===== config.mk =====
export PLATFORM = sky130hd
export DESIGN_NAME = vedic_mult_pipe
export DESIGN_NICKNAME = d
export VERILOG_FILES = /design/src/rtl/vedic_mult_pipe.sv
export SDC_FILE = /design/constraint.sdc
export NUM_CORES = 2
export LEC_CHECK = 0
export ABC_AREA = 1
export CAP_MARGIN = 20
export CELL_PAD_IN_SITES_DETAIL_PLACEMENT = 0
export CELL_PAD_IN_SITES_GLOBAL_PLACEMENT = 1
export CORE_MARGIN = 5
export CORE_UTILIZATION = 51
export DETAILED_ROUTE_END_ITERATION = 8
export PLACE_DENSITY_LB_ADDON = 0.3
export SLEW_MARGIN = 20
export SYNTH_ARGS = -nofsm -noshare
export SYNTH_HDL_FRONTEND = slang
export SYNTH_SLANG_ARGS = --single-unit

===== constraint.sdc =====
create_clock -name clk -period 14.31 [get_ports clk]
set_input_delay 2.1465 -clock clk [delete_from_list [all_inputs] [get_ports clk]]
set_output_delay 2.1465 -clock clk [all_outputs]
set_load 0.02 [all_outputs]

===== src/rtl/vedic_mult_pipe.sv =====
// Three-stage quarter-split (Vedic) multiplier with valid/ready handshake.
// Handles unsigned or two's-complement operands per transaction; product is 2*WIDTH bits.
module vedic_mult_pipe #(
    parameter int WIDTH = 24
) (
    input  logic               clk,
    input  logic               rst_n,
    input  logic               in_valid,
    output logic               in_ready,
    input  logic               in_signed,
    input  logic [WIDTH-1:0]   in_a,
    input  logic [WIDTH-1:0]   in_b,
    output logic               out_valid,
    input  logic               out_ready,
    output logic [2*WIDTH-1:0] out_p,
    output logic               busy
);
    localparam int H  = WIDTH / 2;
    localparam int PW = 2 * WIDTH;
    localparam int MW = PW + 1;
    localparam logic [MW-1:0] TOP_BIT = {1'b1, {PW{1'b0}}};

    // Magnitude is one bit wider than the operand so the most negative value stays exact.
    function automatic logic [WIDTH:0] magnitude(input logic [WIDTH-1:0] x, input logic is_signed);
        logic signed [WIDTH:0] sx;
        sx = signed'({x[WIDTH-1] & is_signed, x});
        return (sx < 0) ? unsigned'(-sx) : unsigned'(sx);
    endfunction

    function automatic logic [MW-1:0] zext(input logic [WIDTH-1:0] x);
        return {{(MW-WIDTH){1'b0}}, x};
    endfunction

    function automatic logic [PW-1:0] apply_sign(input logic [PW-1:0] m, input logic neg);
        return neg ? ({PW{1'b0}} - m) : m;
    endfunction

    logic adv;
    logic vld_p1, vld_p2, vld_p3;

    logic [WIDTH:0]   mag_a, mag_b;
    logic [WIDTH-1:0] pp_ll, pp_lh, pp_hl, pp_hh;

    logic [WIDTH-1:0] pp_ll_p1, pp_lh_p1, pp_hl_p1, pp_hh_p1;
    logic [WIDTH-1:0] mlo_a_p1, mlo_b_p1;
    logic             msb_a_p1, msb_b_p1, neg_p1;

    logic [MW-1:0]    mid_s2, corr_s2;
    logic [MW-1:0]    mag_p2;
    logic             neg_p2;
    logic             unused_mag_msb;

    assign adv       = !vld_p3 || out_ready;
    assign in_ready  = adv;
    assign out_valid = vld_p3;
    assign busy      = vld_p1 || vld_p2 || vld_p3;

    assign mag_a = magnitude(in_a, in_signed);
    assign mag_b = magnitude(in_b, in_signed);

    assign pp_ll = {{H{1'b0}}, mag_a[H-1:0]}     * {{H{1'b0}}, mag_b[H-1:0]};
    assign pp_lh = {{H{1'b0}}, mag_a[H-1:0]}     * {{H{1'b0}}, mag_b[WIDTH-1:H]};
    assign pp_hl = {{H{1'b0}}, mag_a[WIDTH-1:H]} * {{H{1'b0}}, mag_b[H-1:0]};
    assign pp_hh = {{H{1'b0}}, mag_a[WIDTH-1:H]} * {{H{1'b0}}, mag_b[WIDTH-1:H]};

    // Stage 1 -> 2: weighted sum of the quarters, plus the terms contributed by magnitude bit WIDTH.
    assign mid_s2  = zext(pp_ll_p1)
                   + ((zext(pp_lh_p1) + zext(pp_hl_p1)) << H)
                   + (zext(pp_hh_p1) << WIDTH);
    assign corr_s2 = (msb_a_p1 ? (zext(mlo_b_p1) << WIDTH) : '0)
                   + (msb_b_p1 ? (zext(mlo_a_p1) << WIDTH) : '0)
                   + ((msb_a_p1 && msb_b_p1) ? TOP_BIT : '0);

    assign unused_mag_msb = mag_p2[PW];

    always_ff @(posedge clk) begin
        if (!rst_n) begin
            vld_p1   <= 1'b0;
            pp_ll_p1 <= '0;
            pp_lh_p1 <= '0;
            pp_hl_p1 <= '0;
            pp_hh_p1 <= '0;
            mlo_a_p1 <= '0;
            mlo_b_p1 <= '0;
            msb_a_p1 <= 1'b0;
            msb_b_p1 <= 1'b0;
            neg_p1   <= 1'b0;
            vld_p2   <= 1'b0;
            mag_p2   <= '0;
            neg_p2   <= 1'b0;
            vld_p3   <= 1'b0;
            out_p    <= '0;
        end else if (adv) begin
            // Stage 1: capture partial products of the operand magnitudes
            vld_p1   <= in_valid;
            pp_ll_p1 <= pp_ll;
            pp_lh_p1 <= pp_lh;
            pp_hl_p1 <= pp_hl;
            pp_hh_p1 <= pp_hh;
            mlo_a_p1 <= mag_a[WIDTH-1:0];
            mlo_b_p1 <= mag_b[WIDTH-1:0];
            msb_a_p1 <= mag_a[WIDTH];
            msb_b_p1 <= mag_b[WIDTH];
            neg_p1   <= in_signed && (in_a[WIDTH-1] ^ in_b[WIDTH-1]);
            // Stage 2: full-width product magnitude
            vld_p2   <= vld_p1;
            mag_p2   <= mid_s2 + corr_s2;
            neg_p2   <= neg_p1;
            // Stage 3: restore sign
            vld_p3   <= vld_p2;
            out_p    <= apply_sign(mag_p2[PW-1:0], neg_p2);
        end
    end
endmodule

# Word-level counts from Yosys, hierarchy flattened
# Cells that the tools add are included.
[totals] register_bits=247 in_bits=53 output_inout_bits=51 elab_cells=43
[classes] n_addsub=9 multipliers=4 order_cmp=2 n_mux=5 bitwise=3 reduce_logical=5
[ops] cell="$mux 48" count=3
[ops] cell="$add 48x48->48" count=2
[ops] cell="$mul 12x12->24" count=4
[ops] cell="$lt 25x1->1 const B" count=2
[ops] cell="$mux 25" count=2
[ops] cell="$neg 25->25" count=2
[ops] cell="$add 38x48->48" count=1
[ops] cell="$add 48x48->48 const B" count=1
[ops] cell="$sub 1x48->48 const A" count=1
[ops] cell="$add 24x37->38" count=1
[ops] cell="$add 24x24->25" count=1
[ops] cell="$logic_or 1x1->1" count=3
[ops] cell="$and 1x1->1" count=2
[ops] cell="$logic_and 1x1->1" count=1
[ops] cell="$logic_not 1->1" count=1
[ops] cell="$xor 1x1->1" count=1

# Logic depth before layout (Yosys ltp)
[logic_depth] depth_word=4 mapped_depth=36

# Worst setup path before layout
# Ideal clock, no wire load.
[synth_path] path_type="input -> register" start="input in_a[0]" end="register pp_hh_p1[20]" setup_time_ns=0.114 arrival_time_ns=7.593 setup_slack_ns=6.604 path_stages=29 n_path_buf=3 path_cell_list="buf_6 clkinv_4 clkbuf_1 ha_1 inv_1 nor3_2 nand4_1 xor2_1 nand2_1 nand2_1 buf_2 nor2_1 fa_1 fa_1 fa_1 fa_1 inv_1 fa_1 inv_1 ha_1 a21oi_1 o21a_1 inv_1 a21oi_1 nand2_1 nand2_1 nand2_1 o21bai_1 inv_1"
[synth_via] elab_chain_len=3
[synth_rtl] element="start: declaration" line="11" text="input logic [WIDTH-1:0] in_a,"
[synth_rtl] element="$neg 25->25 / $lt 25x1->1 (equally long branches)" line="27" text="return (sx < 0) ? unsigned'(-sx) : unsigned'(sx);"
[synth_rtl] element="$mux 25 (*)" line="27"
[synth_rtl] element="$mul 12x12->24 (*)" line="64" text="assign pp_hh = {{H{1'b0}}, mag_a[WIDTH-1:H]} * {{H{1'b0}}, mag_b[WIDTH-1:H]};"
[synth_rtl] element="end signal: assignment" line="99" text="pp_hh_p1 <= pp_hh;"
[synth_rtl] element="end: declaration" line="44" text="logic [WIDTH-1:0] pp_ll_p1, pp_lh_p1, pp_hl_p1, pp_hh_p1;"
# Mark *: on every way between the ends. The rest lies on a longest branch, timed or not.
# A chain may end at the register's enable or synchronous reset.

# Final worst setup path
[layout_path] start="input in_a[0]" end="register pp_ll_p1[18]"
[layout_via] elab_chain_len=3
[layout_rtl] element="$neg 25->25 / $lt 25x1->1 (equally long branches)" line="27"
[layout_rtl] element="$mux 25 (*)" line="27"
[layout_rtl] element="$mul 12x12->24 (*)" line="61" text="assign pp_ll = {{H{1'b0}}, mag_a[H-1:0]} * {{H{1'b0}}, mag_b[H-1:0]};"
[layout_rtl] element="end signal: assignment" line="96" text="pp_ll_p1 <= pp_ll;"
[layout_rtl] element="end: declaration" line="44"
# Marks and branches as above.

==> out/results.tsv <==
metric	value	unit
rsz0062_at_grt	no	
period_minus_slack	9.09	ns
postCtsSetupRepairBufs	0	
layout-drive-gt1-share	3.91	%
whs_endpoint	pp_lh_p1[0]	
cap_violations	0	
post_drt_via_cell_ratio	5.33	
grt_start_max_net_pins	123	
antenna_left	0	
ir_worst_vdd	0.199	mV
final.setup.tns	0	ns
cts_resized	0	
hold_buffers	0	
required	14.81	ns
first_pass_iters	6	
reg2reg_slack	9.44	ns
worstPathArrival	9.59	ns
drcViolationCount	0	
gr-total-overflow	0	
cts_sinks	247	
postSynthAreaPerCell	7.06	um2
grt_pass1_wl	183	mm
worst_slew_pin_slew	1.11	ns
coreArea	71400	um2
path_clk_slew	0.07	ns
crit_path_end_kind	register	
syn2layout_area_growth	7.37	%
antenna_found_initial	3	
die_h	278	um
finalNonFillerCells	6143	
hold_class	register to register	
core.rowCount	98	
cts-buffers-inserted	29	
synth_cell_type_count	57	
cts_tree	yes	
synthFlopType	dfxtp_1	
final-setup-viol-count	0	
nFillCells	7248	
ios	104	
dp.cells	6089	
die-area	77200	um2
routed_wirelength	114	mm
initial_core_util	51.3	%
vias	32700	
dpl.hpwl	90.7	mm
clock_skew	0.0232	ns
cp-startpoint	in_a[0]	
min_from	pp_lh_p1[0]	
status	completed	
drt_iter0_markers	2374	
routedWlPerCell	18.5	um
htreeDepth	1	
root_buffer	clkbuf_16	
min_path_cells	2	
hold_viol_final	0	
path_class	input pin to register	
port_buffers	103	
crit_path_start_kind	input pin	
die_w	278	um
nNetsFinal	6002	
regToRegStartpoint	pp_hl_p1[18]	
power_density	265	nW/um2
reg2reg_depth	20	
crit_fanout	21	
syn_inst	5184	
finalMaxSlewViolations	0	
syn_nets	6016	
synth-seq-cells	247	
yosysWarnings	0	
gp_congestion	0.926	
ys_async_sr_fraction	0	%
p_leak	22.1	nW
grt_pass1_vias	32900	
clockBufferDepth	3	
clock_latency	0.60	ns
synth_area	36600	um2
synth-edff-count	0	
fmax	110	MHz
relSlewSlack	25.7	%
r2r-end	mag_p2[43]	
track_usage	29.5	%
seq_area_frac_synth	13.5	%
final.period_utilization	63.5	%
-- critical path, cell delays in order --
cell and delay, ns:
clkdlybuf4s50_1 0.81, clkinv_4 0.33, ha_1 0.36, inv_1 0.18
nor2_2 0.10, nand2_1 0.06, nand2_1 0.05, or2_1 0.22
nand2_1 0.81, inv_1 0.27, nor2_1 0.25, fa_1 0.49
fa_1 0.52, inv_1 0.05, fa_1 0.57, fa_1 0.44
fa_1 0.49, inv_1 0.04, ha_1 0.35, a21o_1 0.21
a31oi_1 0.16, nand3_1 0.18, nand2_1 0.11, nand2_1 0.07
nand2_1 0.06, nand2_1 0.04, o21bai_1 0.14, inv_1 0.04
-- cell usage after synthesis, drive strengths merged, types with 3 or more instances --
| library cell | number | area share (%) |
|---|---|---|
| a21oi | 219 | 3.0 |
| o211ai | 37 | 0.76 |
| buf | 98 | 1.7 |
| nand3b | 14 | 0.32 |
| xor2 | 86 | 2.3 |
| nor2 | 496 | 5.2 |
| o21ai | 276 | 3.8 |
| nand4 | 41 | 0.72 |
| dfxtp | 247 | 14 |
| nor3 | 43 | 0.66 |
| fa | 438 | 24 |
| o21bai | 76 | 1.6 |
| inv | 1166 | 12 |
| a21boi | 4 | 0.082 |
| nand2 | 1175 | 12 |
| clkbuf | 79 | 0.81 |
| o21a | 8 | 0.16 |
| a31oi | 9 | 0.15 |
| ha | 341 | 12 |
| nand3 | 235 | 3.3 |
| and2 | 3 | 0.051 |
| xnor2 | 30 | 0.77 |
| a21o | 18 | 0.37 |
| nor4 | 5 | 0.086 |
| or2 | 22 | 0.38 |
| o221ai | 10 | 0.24 |
-- state kept, by name, summed over array words and instances, names as in the netlist --
| register | cells |
|---|---|
| msb_a_p1 | 1 |
| pp_ll_p1 | 24 |
| msb_b_p1 | 1 |
| mlo_b_p1 | 24 |
| mag_p2 | 48 |
| vld_p2 | 1 |
| mlo_a_p1 | 24 |
| vld_p1 | 1 |
| neg_p1 | 1 |
| out_p | 48 |
| pp_lh_p1 | 24 |
| pp_hl_p1 | 24 |
| pp_hh_p1 | 24 |
| neg_p2 | 1 |
| out_valid | 1 |
-- logic make-up (layout without fill, tap and decap cells) --
family,count (synthesis),count (layout),synth area share (%)
fa+ha+maj,779,779,35.6
buf+inv,1345,1352,14.5
flops,247,247,13.5
simple gates,2036,2036,23.0
other cells,0,2,0
compound gates,661,661,10.3
xor+xnor,116,116,3.02
-- through the flow --
| step | setup WS [ns] | total power, mW | area (um2) | hold slack [ns] | utilization [%] |
|---|---|---|---|---|---|
| 3_3_place_gp | 4.74 | 9.44 | 38200 | 0.456 | 53.5 |
| 3_5_place_dp | 4.73 | 9.47 | 38200 | 0.460 | 53.5 |
| 6_report | 5.22 | 10.4 | 39300 | 0.471 | 55.0 |
| 2_1_floorplan | 6.60 | 7.29 | 36600 | 0.441 | - |
| 4_1_cts | 5.34 | 10.4 | 39300 | 0.472 | 55.0 |
| 5_1_grt | 4.77 | 11.7 | 39300 | 0.489 | 55.0 |
-- power by group --
group	internal, mW	switching (mW)	leakage (nW)
registers	0.904	0.173	2.05
clock network	0.532	0.345	0.526
logic	3.06	5.39	19.5
-- final cells by class --
class / count / area [um2] / share of cell area [%]
Timing Repair Buffer: 132 / 1250 / 3.18
Clock inverter: 20 / 332 / 0.844
Multi-Input combinational cell: 3592 / 26400 / 67.2
Clock buffer: 32 / 767 / 1.95
Sequential cell: 247 / 4940 / 12.6
Tap cell: 950 / 1190 / 3.03
Inverter: 1168 / 4410 / 11.2
Antenna cell: 2 / 5.00 / 0.0127
-- routing by layer --
metal / global-route usage (%) / routed length (um)
met1: 40.3 / 50000
met4: 9.05 / 4350
met5: 0 / 28
met2: 48.7 / 51800
met3: 4.22 / 7800
-- worst max path at each step --
| stage | endpoint | slack (ns) | cells after the start |
|---|---|---|---|
| 2_1_floorplan | pp_hh_p1[20] | 6.60 | 29 |
| 3_3_place_gp | pp_ll_p1[18] | 4.74 | 28 |
| 3_5_place_dp | pp_ll_p1[18] | 4.73 | 28 |
| 4_1_cts | pp_ll_p1[18] | 5.34 | 28 |
| 5_1_grt | pp_hh_p1[22] | 4.77 | 32 |
| 6_report | pp_ll_p1[18] | 5.22 | 28 |
-- cell usage in the layout, fill, tap and decap left out, drive strengths merged, types with 102 or more instances in the layout --
cell / n
nand3: 235
nand2: 1175
dfxtp: 247
nor2: 496
inv: 1167
a21oi: 219
ha: 341
fa: 438
clkdlybuf4s50: 102
o21ai: 276
No activity file was read; power rests on OpenSTA's default activity.
